File: src/rtl/ptmch_trg_gen.sv
// Five-channel trigger pulse generator driven by SPI command strobes.
// Each channel runs PULSE/GAP timing with a one-deep pending FIRE slot.
module ptmch_trg_gen #(
  parameter int PLS_WIDTH = 16,
  parameter int PLS_GAP   = 8
) (
  input  logic       CLK160M,
  input  logic       RESET,
  input  logic       CMD_VLD,
  input  logic [7:0] CMD_INST,
  input  logic [7:0] CMD_ADDR,
  output logic [4:0] TRG_PLS,
  output logic       STS_VLD,
  output logic [7:0] STS_DATA
);

  localparam logic [7:0] W_LAST = 8'(PLS_WIDTH - 1);
  localparam logic [7:0] G_LAST = 8'(PLS_GAP - 1);

  typedef enum logic [1:0] {
    IDLE,
    PULSE,
    GAP
  } st_t;

  logic [4:0] sel;
  logic [4:0] fire;
  logic [4:0] busy;
  logic [4:0] drop;
  logic       rd;
  logic       abort;
  logic [2:0] ovf;

  always_comb begin
    sel = '0;
    case (CMD_ADDR[7:4])
      4'hA:    sel = 5'b00001;
      4'hB:    sel = 5'b00010;
      4'hC:    sel = 5'b00100;
      4'hD:    sel = 5'b01000;
      4'hE:    sel = 5'b10000;
      default: sel = '0;
    endcase
    fire  = (CMD_VLD && CMD_INST == 8'h0F) ? sel : '0;
    rd    = CMD_VLD && CMD_INST == 8'h05;
    abort = CMD_VLD && CMD_INST == 8'h06;
  end

  for (genvar g = 0; g < 5; g++) begin : g_ch
    st_t        st;
    logic [7:0] cnt;
    logic       pend;
    logic       trg;

    assign TRG_PLS[g] = trg;
    assign busy[g]    = (st != IDLE) || pend;
    // A FIRE arriving while a slot is already queued is always lost.
    assign drop[g]    = fire[g] && pend;

    always_ff @(posedge CLK160M or posedge RESET) begin
      if (RESET) begin
        st   <= IDLE;
        cnt  <= '0;
        pend <= 1'b0;
        trg  <= 1'b0;
      end else if (abort) begin
        st   <= IDLE;
        cnt  <= '0;
        pend <= 1'b0;
        trg  <= 1'b0;
      end else begin
        case (st)
          IDLE: begin
            if (fire[g]) begin
              st  <= PULSE;
              cnt <= W_LAST;
              trg <= 1'b1;
            end
          end
          PULSE: begin
            if (fire[g] && !pend) pend <= 1'b1;
            if (cnt == 8'd0) begin
              st  <= GAP;
              cnt <= G_LAST;
              trg <= 1'b0;
            end else begin
              cnt <= cnt - 8'd1;
            end
          end
          GAP: begin
            if (cnt == 8'd0) begin
              if (pend || fire[g]) begin
                st   <= PULSE;
                cnt  <= W_LAST;
                pend <= 1'b0;
                trg  <= 1'b1;
              end else begin
                st <= IDLE;
              end
            end else begin
              cnt <= cnt - 8'd1;
              if (fire[g] && !pend) pend <= 1'b1;
            end
          end
          default: begin
            st  <= IDLE;
            trg <= 1'b0;
          end
        endcase
      end
    end
  end

  always_ff @(posedge CLK160M or posedge RESET) begin
    if (RESET) begin
      STS_VLD  <= 1'b0;
      STS_DATA <= '0;
      ovf      <= '0;
    end else begin
      STS_VLD <= rd;
      if (rd) begin
        STS_DATA <= {ovf, busy};
        ovf      <= (|drop) ? 3'd1 : 3'd0;
      end else if ((|drop) && ovf != 3'd7) begin
        ovf <= ovf + 3'd1;
      end
    end
  end

endmodule

File: config.mk
export PLATFORM = sky130hd
export DESIGN_NAME = ptmch_trg_gen
export DESIGN_NICKNAME = d
export VERILOG_FILES = /design/src/rtl/ptmch_trg_gen.sv
export SDC_FILE = /design/constraint.sdc
export NUM_CORES = 1
export LEC_CHECK = 0
export CAP_MARGIN = 15
export CORE_UTILIZATION = 35
export CTS_CLUSTER_DIAMETER = 50
export DETAILED_ROUTE_END_ITERATION = 10
export DONT_BUFFER_PORTS = 1
export HOLD_SLACK_MARGIN = 0.12
export PLACE_DENSITY = 0.5
export SLEW_MARGIN = 20
export SYNTH_ARGS = -nofsm -noshare
export SYNTH_HDL_FRONTEND = slang
export SYNTH_SLANG_ARGS = --single-unit
File: constraint.sdc
create_clock -name CLK160M -period 3.4 [get_ports CLK160M]
set_clock_uncertainty 0.1 [all_clocks]
set_input_delay 0.68 -clock CLK160M [delete_from_list [all_inputs] [get_ports CLK160M]]
set_output_delay 0.68 -clock CLK160M [all_outputs]
set_load 0.05 [all_outputs]
==> results, run 1 <==
- The flow ran to the end, and the final reports show no timing, DRC or antenna violations.
- At the end of routability-driven placement, the weighted congestion stood at 0.840.
- The worst-case IR drop observed on VDD is 0.282 mV.
- The worst-path maximum fanout is 19.
- After detailed placement, the total cell area comes to 5060 µm².
- The latest clock arrival within the worst-skew pair is 0.34 ns.
- Measured on the finished design, the core utilization comes to 39.7%.
- Counting flops with a built-in enable in the synthesized netlist gives 0.
- The final critical-path required period is 2.59 ns.
- The cell row count is 42.
- The number of buffers created by CTS is 9.
- The first detailed-routing pass ran for 4 iterations.
- Entering global routing, the biggest net connects 39 pins.
- The part of the cycle the worst path needs is 76.2%.
- After detailed routing, the total wire length is 11900 µm.
- The number of routed nets with antenna violations is 0.
- The pin slew with the least headroom to its limit is 0.859 ns.
- The required time of the critical path is 3.53 ns.
- Global routing consumed, on the met2 layer, 28.5% of the routing resources.
- The H-tree generated during clock tree synthesis spans 3 levels.
- Buffers placed on the I/O ports in this run total 0.
- The final count of hold timing violations was 0.
- TritonCTS built the clock tree.
- Setup total negative slack on the finished layout was measured at 0 ns.
- After global routing, the most crowded layer is met2.
- Of the synthesized area, sequential elements account for 36.8%.
- For this configuration, the core starts out at a cell density of 36.4%.
- The overall overflow remaining after global route is 0.
- Setup repair after global routing left no endpoint under its margin.
- The number of slew-limit violations in the final report is 0.
- Setup violations remaining at the end of the flow were counted as 0.
- For this run, the post-layout net count is 586.
- The cts-stage hold buffer count is 0.
- Across all setup checks in the final design, the least slack found is 0.808 ns.
- The type of the worst min-delay path is input pin to async pin.
- The wire length of the first global-routing pass is 19700 µm.
- After synthesis, the share of flip-flops with an asynchronous set or reset is 100%.
- The floorplan die area is 14500 µm².
- The number of register bits inferred by synthesis is 72.
- The clock network is responsible for 20.0% of the overall power.
- Global routing consumed, on the met3 layer, 4.62% of the routing resources.
- The headroom to the max-slew limit is 42.7%.
- The width of the die is 120 µm.
- The setup slack at placement is 0.459 ns.
- The clock drives 72 sinks.
- The critical path is of the input pin to flop type.
- The switching power is 1.98 mW.
- After detailed routing, the average wire length per cell comes to 16.7 µm.
- The number of violations of the max-capacitance limit is 0.
- For met1 alone, demand over resource in global routing was 22.1%.
- 0 antenna diodes ended up in the layout.
- The net switching share of the total power is 44.3%.
- The detailed-placement wirelength estimate is 8380 µm.
- The number of I/O pins is 33.
- STA puts the critical path data arrival time at 2.72 ns.
- The post-detailed-route DRC marker count is 0.
- Walking the worst path, the cells encountered are nor2_1 > nand2_2 > or4b_1 > a32o_1.
- The fraction of layout instances using a drive strength above 1 is 9.83%.
- Yosys printed 0 warnings.
- The total area inside the core boundary comes to 13500 µm².
- The number of antenna violations at the first check in global routing was 0.
- Across all layers, the routed design uses 4043 vias.
- The power share of the combinational group is 48.1%.
- The number of buffers inserted by post-CTS setup repair is 0.
- The leakage power of the design is 2.31 nW.
- The leading register cell type out of synthesis is sky130_fd_sc_hd__dfrtp_1.
- The finished layout holds 715 standard cells, fillers aside.
- In the routed layout, each cell is associated on average with a via count of 5.65.
- Clock-pin slew was measured on the worst setup and hold paths at 0.06 ns.
- The share of total power in sequential cells is 31.9%.
- The floorplan die height is 120 µm.
- The count of filler cells inserted in the layout is 1355.
- The library cell contributing the largest single delay on the critical path is sky130_fd_sc_hd__or4b_1.
- Counting along the longest clock path gives a buffer depth of 2.
- The final cell area excluding filler cells is 5340 µm².
- The placed cell count is 700.
- For this run, the top clock speed supported by timing is 386 MHz.
- The peak per-stage delay on the critical path is 0.93 ns.
- Across every metal layer, demand over resource in global routing totals 17.4%.
- The power per cell area is 835 nW/µm².
- The unique cell type count in the Yosys netlist is 67.
- The number of nets handed over by synthesis was 590.
- Internal power comes to 2.48 mW.
- The synthesized netlist occupies a cell area of 4900 µm².
- The synthesized instance count is 539.
- The via count of the first global-routing pass came to 3903.
- The tree is rooted in a sky130_fd_sc_hd__clkbuf_16.
- The post-synthesis area per instance is 9.09 µm².
- The number of gates resized after CTS was 0.
- The endpoint class of the critical path is a flop.
- Relative to the synthesized area, the layout overhead comes to 8.89%.
- The worst setup path is launched from an input pin.
- The number of DRC violations after detailed-routing iteration 0 is 282.
-- placed cells by master, fill, tap and decap left out, types with 4 or more instances in the layout --
| cell | n |
|---|---|
| sky130_fd_sc_hd__nand4b_1 | 8 |
| sky130_fd_sc_hd__nand3_1 | 9 |
| sky130_fd_sc_hd__o31ai_1 | 6 |
| sky130_fd_sc_hd__a31oi_1 | 12 |
| sky130_fd_sc_hd__mux2_2 | 8 |
| sky130_fd_sc_hd__nand2b_1 | 9 |
| sky130_fd_sc_hd__nor2b_1 | 8 |
| sky130_fd_sc_hd__xor2_1 | 4 |
| sky130_fd_sc_hd__nor4_1 | 4 |
| sky130_fd_sc_hd__inv_1 | 37 |
| sky130_fd_sc_hd__or4_1 | 6 |
| sky130_fd_sc_hd__o22ai_1 | 5 |
| sky130_fd_sc_hd__a311oi_1 | 6 |
| sky130_fd_sc_hd__nor3b_1 | 7 |
| sky130_fd_sc_hd__nand2_1 | 26 |
| sky130_fd_sc_hd__nand4_1 | 7 |
| sky130_fd_sc_hd__mux2i_1 | 10 |
| sky130_fd_sc_hd__nor3_1 | 16 |
| sky130_fd_sc_hd__dfrtp_1 | 72 |
| sky130_fd_sc_hd__clkbuf_16 | 9 |
| sky130_fd_sc_hd__a21oi_1 | 51 |
| sky130_fd_sc_hd__nor2_1 | 42 |
| sky130_fd_sc_hd__buf_4 | 6 |
| sky130_fd_sc_hd__a21o_1 | 4 |
| sky130_fd_sc_hd__and2_1 | 6 |
| sky130_fd_sc_hd__a211oi_1 | 14 |
| sky130_fd_sc_hd__ha_1 | 32 |
| sky130_fd_sc_hd__o21ai_0 | 45 |
| sky130_fd_sc_hd__or2_2 | 5 |
-- layout make-up --
class / instances / area [µm²] / share of cell area, %
Multi-Input combinational cell: 408 / 2850 / 53.4
Sequential cell: 72 / 1800 / 33.8
Clock buffer: 12 / 256 / 4.81
Tap cell: 176 / 220 / 4.13
Inverter: 38 / 144 / 2.70
Timing Repair Buffer: 6 / 45.0 / 0.844
Clock inverter: 3 / 17.5 / 0.328
-- Yosys cell counts (5+ instances only) --
| cell type | count | area (µm²) |
|---|---|---|
| sky130_fd_sc_hd__a21oi_1 | 51 | 255 |
| sky130_fd_sc_hd__nor2b_1 | 8 | 50.1 |
| sky130_fd_sc_hd__nor3b_1 | 7 | 52.6 |
| sky130_fd_sc_hd__o21ai_0 | 45 | 225 |
| sky130_fd_sc_hd__nand3_1 | 9 | 45.0 |
| sky130_fd_sc_hd__o31ai_1 | 6 | 45.0 |
| sky130_fd_sc_hd__ha_1 | 32 | 400 |
| sky130_fd_sc_hd__or4_1 | 6 | 45.0 |
| sky130_fd_sc_hd__mux2i_1 | 10 | 100 |
| sky130_fd_sc_hd__nand2b_1 | 9 | 56.3 |
| sky130_fd_sc_hd__mux2_2 | 8 | 90.1 |
| sky130_fd_sc_hd__nor2_1 | 42 | 158 |
| sky130_fd_sc_hd__nand2_1 | 26 | 97.6 |
| sky130_fd_sc_hd__a311oi_1 | 6 | 52.6 |
| sky130_fd_sc_hd__buf_4 | 5 | 37.5 |
| sky130_fd_sc_hd__nand4b_1 | 8 | 70.1 |
| sky130_fd_sc_hd__nand4_1 | 7 | 43.8 |
| sky130_fd_sc_hd__dfrtp_1 | 72 | 1800 |
| sky130_fd_sc_hd__a211oi_1 | 14 | 105 |
| sky130_fd_sc_hd__o22ai_1 | 5 | 31.3 |
| sky130_fd_sc_hd__nor3_1 | 16 | 80.1 |
| sky130_fd_sc_hd__or2_2 | 5 | 31.3 |
| sky130_fd_sc_hd__a31oi_1 | 12 | 75.1 |
| sky130_fd_sc_hd__buf_2 | 13 | 65.1 |
| sky130_fd_sc_hd__inv_1 | 38 | 143 |
| sky130_fd_sc_hd__and2_1 | 6 | 37.5 |
-- power by group through the flow --
stage	Clock (mW)	Combinational, mW	Sequential [mW]
after floorplan	0	1.87	1.27
after CTS	0.930	2.13	1.42
after global routing	0.957	2.40	1.46
final	0.889	2.14	1.42
after detailed placement	0	2.12	1.43
after global placement	0	2.11	1.43
-- critical path, delay by kind of cell --
kind	cells	cell delay, ns
AO/OA/AOI/OAI	1	0.41
AND/OR/NAND/NOR	3	1.60
-- layer usage --
metal | vias to the layer above | wire [µm]
met4 | 0 | 159
met2 | 71 | 5560
met1 | 1979 | 5630
met5 | - | 0
li1 | 1981 | -
met3 | 12 | 552
-- path summary, 6_finish.rpt --
check,slack (ns),end,cells after the start,startpoint
min in group CLK160M,0.34,STS_VLD,1,CMD_INST[1]
worst min register to register,0.43,g_ch[4].cnt[7],2,g_ch[4].cnt[7]
worst min-delay path,0.22,g_ch[1].cnt[3],1,RESET
worst max-delay path,0.81,g_ch[1].cnt[3],4,CMD_INST[5]
worst max register to register,0.94,g_ch[4].trg,5,g_ch[4].cnt[4]
max in group asynchronous,2.24,g_ch[0].cnt[1],2,RESET
-- sequential cells by signal (all words and copies together) (netlist names) --
register / flops
STS_VLD: 1
STS_DATA: 8
g_ch.trg: 5
ovf: 3
g_ch.cnt: 40
g_ch.st: 10
g_ch.pend: 5
-- stage by stage --
step,hold WS [ns],power [mW]
5_1_grt,0.279,4.81
6_report,0.218,4.46
4_1_cts,0.260,4.48
3_5_place_dp,0.416,3.55
3_3_place_gp,0.421,3.53
2_1_floorplan,0.373,3.14
-- logic make-up after synthesis --
group,after synthesis,synth area share [%]
AOI/OAI and AO/OA,166,21.3
xor gates and xnor gates,7,1.25
adders and majority gates,32,8.17
buffers and inverters,59,5.24
DFF,72,36.8
muxes,18,3.88
and+or+nand+nor,185,23.4
(Power assumes the default switching activity.)
==> run 2, diff against run 1 <==
==> constraint.sdc (replaced) <==
create_clock -name CLK160M -period 2.5 [get_ports CLK160M]
set_clock_uncertainty 0.1 [all_clocks]
set_input_delay 0.5 -clock CLK160M [delete_from_list [all_inputs] [get_ports CLK160M]]
set_output_delay 0.5 -clock CLK160M [all_outputs]
set_load 0.05 [all_outputs]
==> run 2 against run 1 <==
  * Count of clock-buffer cells in the layout increased by 2
  * Routed wire length decreased by 0.87%
  * Sequential cell count unchanged
  * Non-clock buffer count increased by 11
  * Hold slack improved by 0.072 ns
  * Via count decreased by 0.52%
  * Combinational power increased by 38%
  * Total power increased by 40%
  * Largest cell class unchanged
==> results, run 2 (synthesis gave the netlist of run 1 again) <==
- The type of element launching the critical path is a flop (was input pin).
- The number of buffers inserted by post-CTS setup repair is 0 (unchanged).
- The number of flip-flops under the largest register name was 40 (unchanged).
- The number of I/O pins is 33 (unchanged).
- Largest regs: g_ch.cnt: 40 flops, g_ch.st: 10 flops, STS_DATA: 8 flops (unchanged).
- The number of routed nets with antenna violations was 0 (unchanged).
- The total core area came to 13500 µm² (unchanged).
- The starting utilization of the core area is 36.4% (unchanged).
- The pin slew with the least headroom to its limit is 0.589 ns (was 0.859 ns).
- The post-layout utilization of the core was 40.9% (was 39.7%).
- The maximum number of pins on one net before global-route repair is 73 (was 39).
- Commonest non-fill, non-tap cells in the layout: sky130_fd_sc_hd__dfrtp_1 (72), sky130_fd_sc_hd__a21oi_1 (51), sky130_fd_sc_hd__o21ai_0 (45) (unchanged).
- RSZ-0062 raised after global routing: false (unchanged).
- The wire length per cell is 16.2 µm (was 16.7 µm).
- The number of violations of the max-capacitance limit came to 0 (unchanged).
- The overall overflow remaining after global route is 0 (unchanged).
- The latest clock arrival within the worst-skew pair is 0.34 ns (about the same).
- The detailed-route wire length is 11800 µm (was 11900 µm).
- The global placer's final weighted congestion is 0.836 (was 0.840).
- The critical path arrival is 2.33 ns (was 2.72 ns).
- The peak per-stage delay on the critical path is 0.49 ns (was 0.93 ns).
- Static timing analysis puts the maximum clock frequency at 449 MHz.
- The floorplan die height is 120 µm (unchanged).
- The register bank with the most flops is g_ch.cnt (unchanged).
- The wire length of the first global-routing pass was 19700 µm (about the same).
- The setup slack at placement is 0.210 ns (was 0.459 ns).
- The detailed-placement wirelength estimate is 8330 µm (was 8380 µm).
- The number of buffers created by CTS is 9 (unchanged).
- The most common cell after layout, fill and taps aside is sky130_fd_sc_hd__dfrtp_1 (unchanged).
- The worst-path maximum fanout came to 6 (was 19).
- The clock root buffer was sky130_fd_sc_hd__clkbuf_16 (unchanged).
- The number of setup violations in the final report came to 0 (unchanged).
- The overall track demand over capacity in global routing is 17.3% (was 17.4%).
- The floorplan die area is 14500 µm² (unchanged).
- The leakage power of the design was 2.40 nW (was 2.31 nW).
- The deepest level of the CTS H-tree is 3 (unchanged).
- The post-detailed-route DRC marker count is 0 (unchanged).
- Critical path, cell by cell: inv_1 > ha_1 > or4b_1 > or2_2 > a211o_1 > o311ai_0 > a21oi_1 (was nor2_1 > nand2_2 > or4b_1 > a32o_1).
- The final sum of negative setup slack is 0 ns (unchanged).
- The width of the die came to 120 µm (unchanged).
- The number of clock sinks is 72 (unchanged).
- For the finished layout, the period the worst path requires is 2.23 ns.
- The endpoint class of the critical path is a flop (unchanged).
- The number of DRC violations after detailed-routing iteration 0 was 254 (was 282).
- The count of instances resized after the clock tree is built came to 0 (unchanged).
- The clock-pin slew on the worst setup and hold paths is 0.05 ns (was 0.06 ns).
- The worst ir drop on vdd is 0.362 mV (was 0.282 mV).
- The setup slack after layout is 0.270 ns (was 0.808 ns).
- The final count of hold timing violations was 0 (unchanged).
- Run status: finished clean (unchanged).
- The type of the worst min-delay path is input pin to flop (was input pin to async pin).
- The area added between synthesis and finish came to 12.3% (was 8.89%).
- The TritonCTS clock tree is built (unchanged).
- The type of the setup path with the least slack is flop to flop (was input pin to flop).
- The part of the cycle the worst path needs is 89.2%.
- The headroom to the max-slew limit is 60.4% (was 42.7%).
- The cell row count was 42 (unchanged).
- The number of slew-limit violations in the final report is 0 (unchanged).
- The number of buffers on the longest clock path is 2 (unchanged).
- The fraction of layout instances using a drive strength above 1 is 11.6% (was 9.83%).
- The antenna diode instance count is 0 (unchanged).
- The library cell contributing the largest single delay on the critical path was sky130_fd_sc_hd__or4b_1 (unchanged).
- The final net count is 597 (was 586).
- The via count of the first global-routing pass is 4026 (was 3903).
- The power per cell area was 1130 nW/µm² (was 835 nW/µm²).
- The number of vias per cell is 5.53 (was 5.65).
- The number of antenna violations at the first check in global routing is 0 (unchanged).
- The number of buffer cells added on primary ports is 0 (unchanged).
- The required time of the critical path is 2.60 ns (was 3.53 ns).
- The count of vias placed by the detailed router is 4022 (was 4043).
- The number of detailed-routing iterations run before antenna repair is 4 (unchanged).
[run 2: changes by cell type in the layout (fill, tap and decap cells not counted)]
cell,before,now
sky130_fd_sc_hd__clkinv_2,3,2
sky130_fd_sc_hd__buf_12,0,3
sky130_fd_sc_hd__buf_4,6,13
sky130_fd_sc_hd__clkbuf_8,2,4
sky130_fd_sc_hd__dlygate4sd3_1,0,1
sky130_fd_sc_hd__bufinv_16,0,1
sky130_fd_sc_hd__clkinvlp_4,1,0
[run 2: area by class of cell]
cell class | instances | area [µm²]
fillers | 1360 | 7950
multi-input cells | 408 | 2850
flip-flops and latches | 72 | 1800
clock buffers | 14 | 284
well taps | 176 | 220
repair buffers | 17 | 168
inverters | 38 | 144
clock inverters | 2 | 35.0
[run 2: path summary, 6_finish.rpt]
kind | from | endpoint | slack [ns] | cells past startpoint
max | g_ch[1].cnt[0] | g_ch[1].trg | 0.27 | 7
min | CMD_INST[1] | STS_VLD | 0.29 | 2
max reg2reg | g_ch[1].cnt[0] | g_ch[1].trg | 0.27 | 7
min reg2reg | ovf[0] | ovf[0] | 0.43 | 1
max in group asynchronous | RESET | g_ch[4].cnt[0] | 1.36 | 3
min in group asynchronous | RESET | g_ch[4].cnt[2] | 0.60 | 3
[run 2: metal layers]
layer,vias up,wire length [µm],global-route usage [%]
met1,1964,5530,21.3
met4,0,72,5.48
li1,2000,-,-
met5,-,0,0
met3,4,493,5.28
met2,54,5700,28.8
[run 2: what timing repair did]
| action | in CTS | in global routing |
|---|---|---|
| setup endpoints to repair | 0 | 0 |
| hold buffers | 1 | 0 |
| hold endpoints to repair | 72 | 0 |
[run 2: critical path: cells and delay by family, from the launching register on]
kind	cells	cell delay, ns
AOI/OAI and AO/OA	3	0.49
adders and majority gates	1	0.14
buffers and inverters	1	0.11
DFF	1	0.40
and+or+nand+nor	2	0.85
[run 2: where the power goes]
group          switching [mW]  internal [mW]  total, mW
registers               0.467           1.47       1.94
logic                    1.72           1.22       2.95
clock network           0.480          0.880       1.36
[run 2: stage by stage]
stage               hold slack [ns]  power (mW)  instances  instance area [µm²]
CTS                           0.271        6.31        727                 5500
global route                  0.285        6.78        727                 5500
floorplan                     0.373        4.26        539                 4900
global placement              0.400        4.85        710                 5170
finish                        0.290        6.24        727                 5500
detailed placement            0.405        4.89        710                 5170
==> run 3, diff against run 2 <==
--- a/config.mk
+++ b/config.mk
@@ -11,7 +11,7 @@
 export DETAILED_ROUTE_END_ITERATION = 10
 export DONT_BUFFER_PORTS = 1
 export HOLD_SLACK_MARGIN = 0.12
-export PLACE_DENSITY = 0.5
+export PLACE_DENSITY = 0.54
 export SLEW_MARGIN = 20
 export SYNTH_ARGS = -nofsm -noshare
 export SYNTH_HDL_FRONTEND = slang
==> run 3 against run 2 <==
  * Routed wire length is 1.2% lower
  * Final cell count decreased by 0.14%
  * Global-route usage increased by 0.48 points
  * First-iteration DRC count decreased by 21%
  * Highest routed layer unchanged
==> results, run 3 (synthesis gave the netlist of run 1 again) <==
- The number of setup violations in the final report was 0 (unchanged).
- The worst ir drop on vdd is 0.639 mV (was 0.362 mV).
- The width of the die is 120 µm (unchanged).
- The via count of the first global-routing pass is 4107 (was 4026).
- The type of the setup path with the least slack is flop to flop (unchanged).
- The post-layout utilization of the core was 40.9% (about the same).
- The number of slew-limit violations in the final report came to 0 (unchanged).
- The cts-stage hold buffer count is 1 (unchanged).
- The deepest level of the CTS H-tree was 3 (unchanged).
- The fraction of layout instances using a drive strength above 1 is 11.5% (was 11.6%).
- The depth of the worst register-to-register path was 7 (unchanged).
- The type of the worst min-delay path is input pin to flop (unchanged).
- The number of buffer cells added on primary ports is 0 (unchanged).
- The wire length per cell is 16.1 µm (was 16.2 µm).
- The endpoint of the most critical register-to-register path is g_ch[2].cnt[0] (was g_ch[1].trg).
- The setup slack at placement came to 0.156 ns (was 0.210 ns).
- The most common cell after layout, fill and taps aside is sky130_fd_sc_hd__dfrtp_1 (unchanged).
- The number of DRC violations after detailed-routing iteration 0 is 201 (was 254).
- The minimum setup slack among reg-to-reg paths is 0.27 ns (about the same).
- The count of vias placed by the detailed router was 4116 (was 4022).
- The critical path arrival is 2.37 ns (was 2.33 ns).
- The highest clock frequency the design can meet is 449 MHz (about the same).
- The overall overflow remaining after global route is 0 (unchanged).
- The endpoint class of the critical path is a flop (unchanged).
- The placed instance area was 5140 µm² (was 5170 µm²).
- The met1 track demand over resource was 22.3% (was 21.3%).
- The global placer's final weighted congestion is 0.835 (was 0.836).
- The most congested layer reported by global routing was met2 (unchanged).
- The final net count came to 596 (was 597).
- The worst hold path depth is 3 (was 2).
- The floorplan die area came to 14500 µm² (unchanged).
- The antenna diode instance count is 0 (unchanged).
- RSZ-0062 raised after global routing: false (unchanged).
- The number of vias per cell is 5.67 (was 5.53).
- The clock-pin slew on the worst setup and hold paths was 0.06 ns (was 0.05 ns).
- Largest regs: g_ch.cnt: 40 flops, g_ch.st: 10 flops, STS_DATA: 8 flops (unchanged).
- The number of detailed-routing iterations run before antenna repair is 5 (was 4).
- The number of buffers inserted by post-CTS setup repair came to 0 (unchanged).
- The maximum number of pins on one net before global-route repair is 53 (was 73).
- The number of I/O pins is 33 (unchanged).
- The met2 routing resource usage after global routing came to 29.0% (was 28.8%).
- The final sum of negative setup slack is 0 ns (unchanged).
- The clock root buffer is sky130_fd_sc_hd__clkbuf_16 (unchanged).
- Commonest non-fill, non-tap cells in the layout: sky130_fd_sc_hd__dfrtp_1 (72), sky130_fd_sc_hd__a21oi_1 (51), sky130_fd_sc_hd__o21ai_0 (45) (unchanged).
- The TritonCTS clock tree is built (unchanged).
- The placed cell count is 709 (was 710).
- The leakage power of the design is 2.40 nW (about the same).
- The required time of the critical path was 2.64 ns (was 2.60 ns).
- The final count of hold timing violations was 0 (unchanged).
- The number of flip-flops under the largest register name was 40 (unchanged).
- The starting utilization of the core area is 36.4% (unchanged).
- The number of antenna violations at the first check in global routing was 0 (unchanged).
- The worst-case hold path end point was STS_DATA[0] (was STS_VLD).
- The floorplan die height is 120 µm (unchanged).
- The overall track demand over capacity in global routing is 17.8% (was 17.3%).
- The global routing met3 resource utilization came to 4.91% (was 5.28%).
- The headroom to the max-slew limit was 60.5% (was 60.4%).
- The count of filler cells inserted in the layout is 1354 (was 1360).
- The number of cells in the finished layout apart from fillers is 726 (was 727).
- The detailed-placement wirelength estimate is 8090 µm (was 8330 µm).
- The part of the cycle the worst path needs is 89.1% (was 89.2%).
- The latest clock arrival within the worst-skew pair is 0.34 ns (about the same).
- The total core area was 13500 µm² (unchanged).
- The detailed-route wire length is 11700 µm (was 11800 µm).
- The number of routed nets with antenna violations is 0 (unchanged).
- The overall power after layout is 6.41 mW (was 6.24 mW).
- The worst-path maximum fanout is 9 (was 6).
- The setup slack after layout was 0.273 ns (was 0.270 ns).
- The pin slew with the least headroom to its limit is 0.591 ns (was 0.589 ns).
- The number of violations of the max-capacitance limit is 0 (unchanged).
- The cell row count is 42 (unchanged).
- The wire length of the first global-routing pass is 20600 µm (was 19700 µm).
- The register bank with the most flops is g_ch.cnt (unchanged).
- The number of clock sinks is 72 (unchanged).
- The worst hold slack after final layout is 0.252 ns (was 0.290 ns).
- The number of buffers on the longest clock path was 2 (unchanged).
- The count of instances resized after the clock tree is built is 0 (unchanged).
- The startpoint of the most critical hold path was CMD_INST[1] (unchanged).
- The post-detailed-route DRC marker count is 0 (unchanged).
- The final critical-path required period is 2.23 ns (about the same).
- The number of buffers created by CTS is 9 (unchanged).
- The final cell area excluding filler cells is 5500 µm² (about the same).
- The power per cell area came to 1170 nW/µm² (was 1130 nW/µm²).
- The reg-to-reg startpoint is g_ch[2].cnt[0] (was g_ch[1].cnt[0]).
- The area added between synthesis and finish is 12.2% (was 12.3%).
- The type of element launching the critical path is a flop (unchanged).
- Run status: finished clean (unchanged).
==> run 3: layout make-up <==
class | count | area [µm²] | share of cell area, %
Inverter | 38 | 144 | 2.62
Timing Repair Buffer | 16 | 135 | 2.46
Tap cell | 176 | 220 | 4.01
Multi-Input combinational cell | 408 | 2850 | 51.8
Sequential cell | 72 | 1800 | 32.8
Clock inverter | 5 | 104 | 1.89
Clock buffer | 11 | 243 | 4.42
==> run 3: worst max path at each step <==
| stage | start | endpoint | slack (ns) |
|---|---|---|---|
| 2_1_floorplan | RESET | STS_DATA[0] | 0.08 |
| 3_3_place_gp | CMD_INST[5] | g_ch[0].trg | 0.19 |
| 3_5_place_dp | CMD_INST[5] | g_ch[0].trg | 0.16 |
| 4_1_cts | g_ch[2].cnt[0] | g_ch[2].cnt[0] | 0.26 |
| 5_1_grt | g_ch[2].cnt[0] | g_ch[2].cnt[0] | 0.02 |
| 6_report | g_ch[2].cnt[0] | g_ch[2].cnt[0] | 0.27 |
==> run 3: critical path, stage by stage (launching register included) <==
cell and delay (ns):
sky130_fd_sc_hd__dfrtp_1 0.37, sky130_fd_sc_hd__inv_1 0.12, sky130_fd_sc_hd__ha_1 0.15, sky130_fd_sc_hd__nor3b_1 0.40
sky130_fd_sc_hd__a41oi_1 0.23, sky130_fd_sc_hd__o32a_1 0.33, sky130_fd_sc_hd__and3_1 0.21, sky130_fd_sc_hd__a211oi_1 0.21
==> run 3: power by group <==
group	internal, mW	switching (mW)	leakage, nW
registers	1.47	0.459	0.908
clock network	1.00	0.502	0.170
logic	1.22	1.75	1.32
==> run 3: layer usage <==
layer  vias up  part of all wire (%)
li1       2002                     -
met1      2018                    45
met2        85                    48
met3        11                   4.8
met4         0                   1.7
met5         -                     0
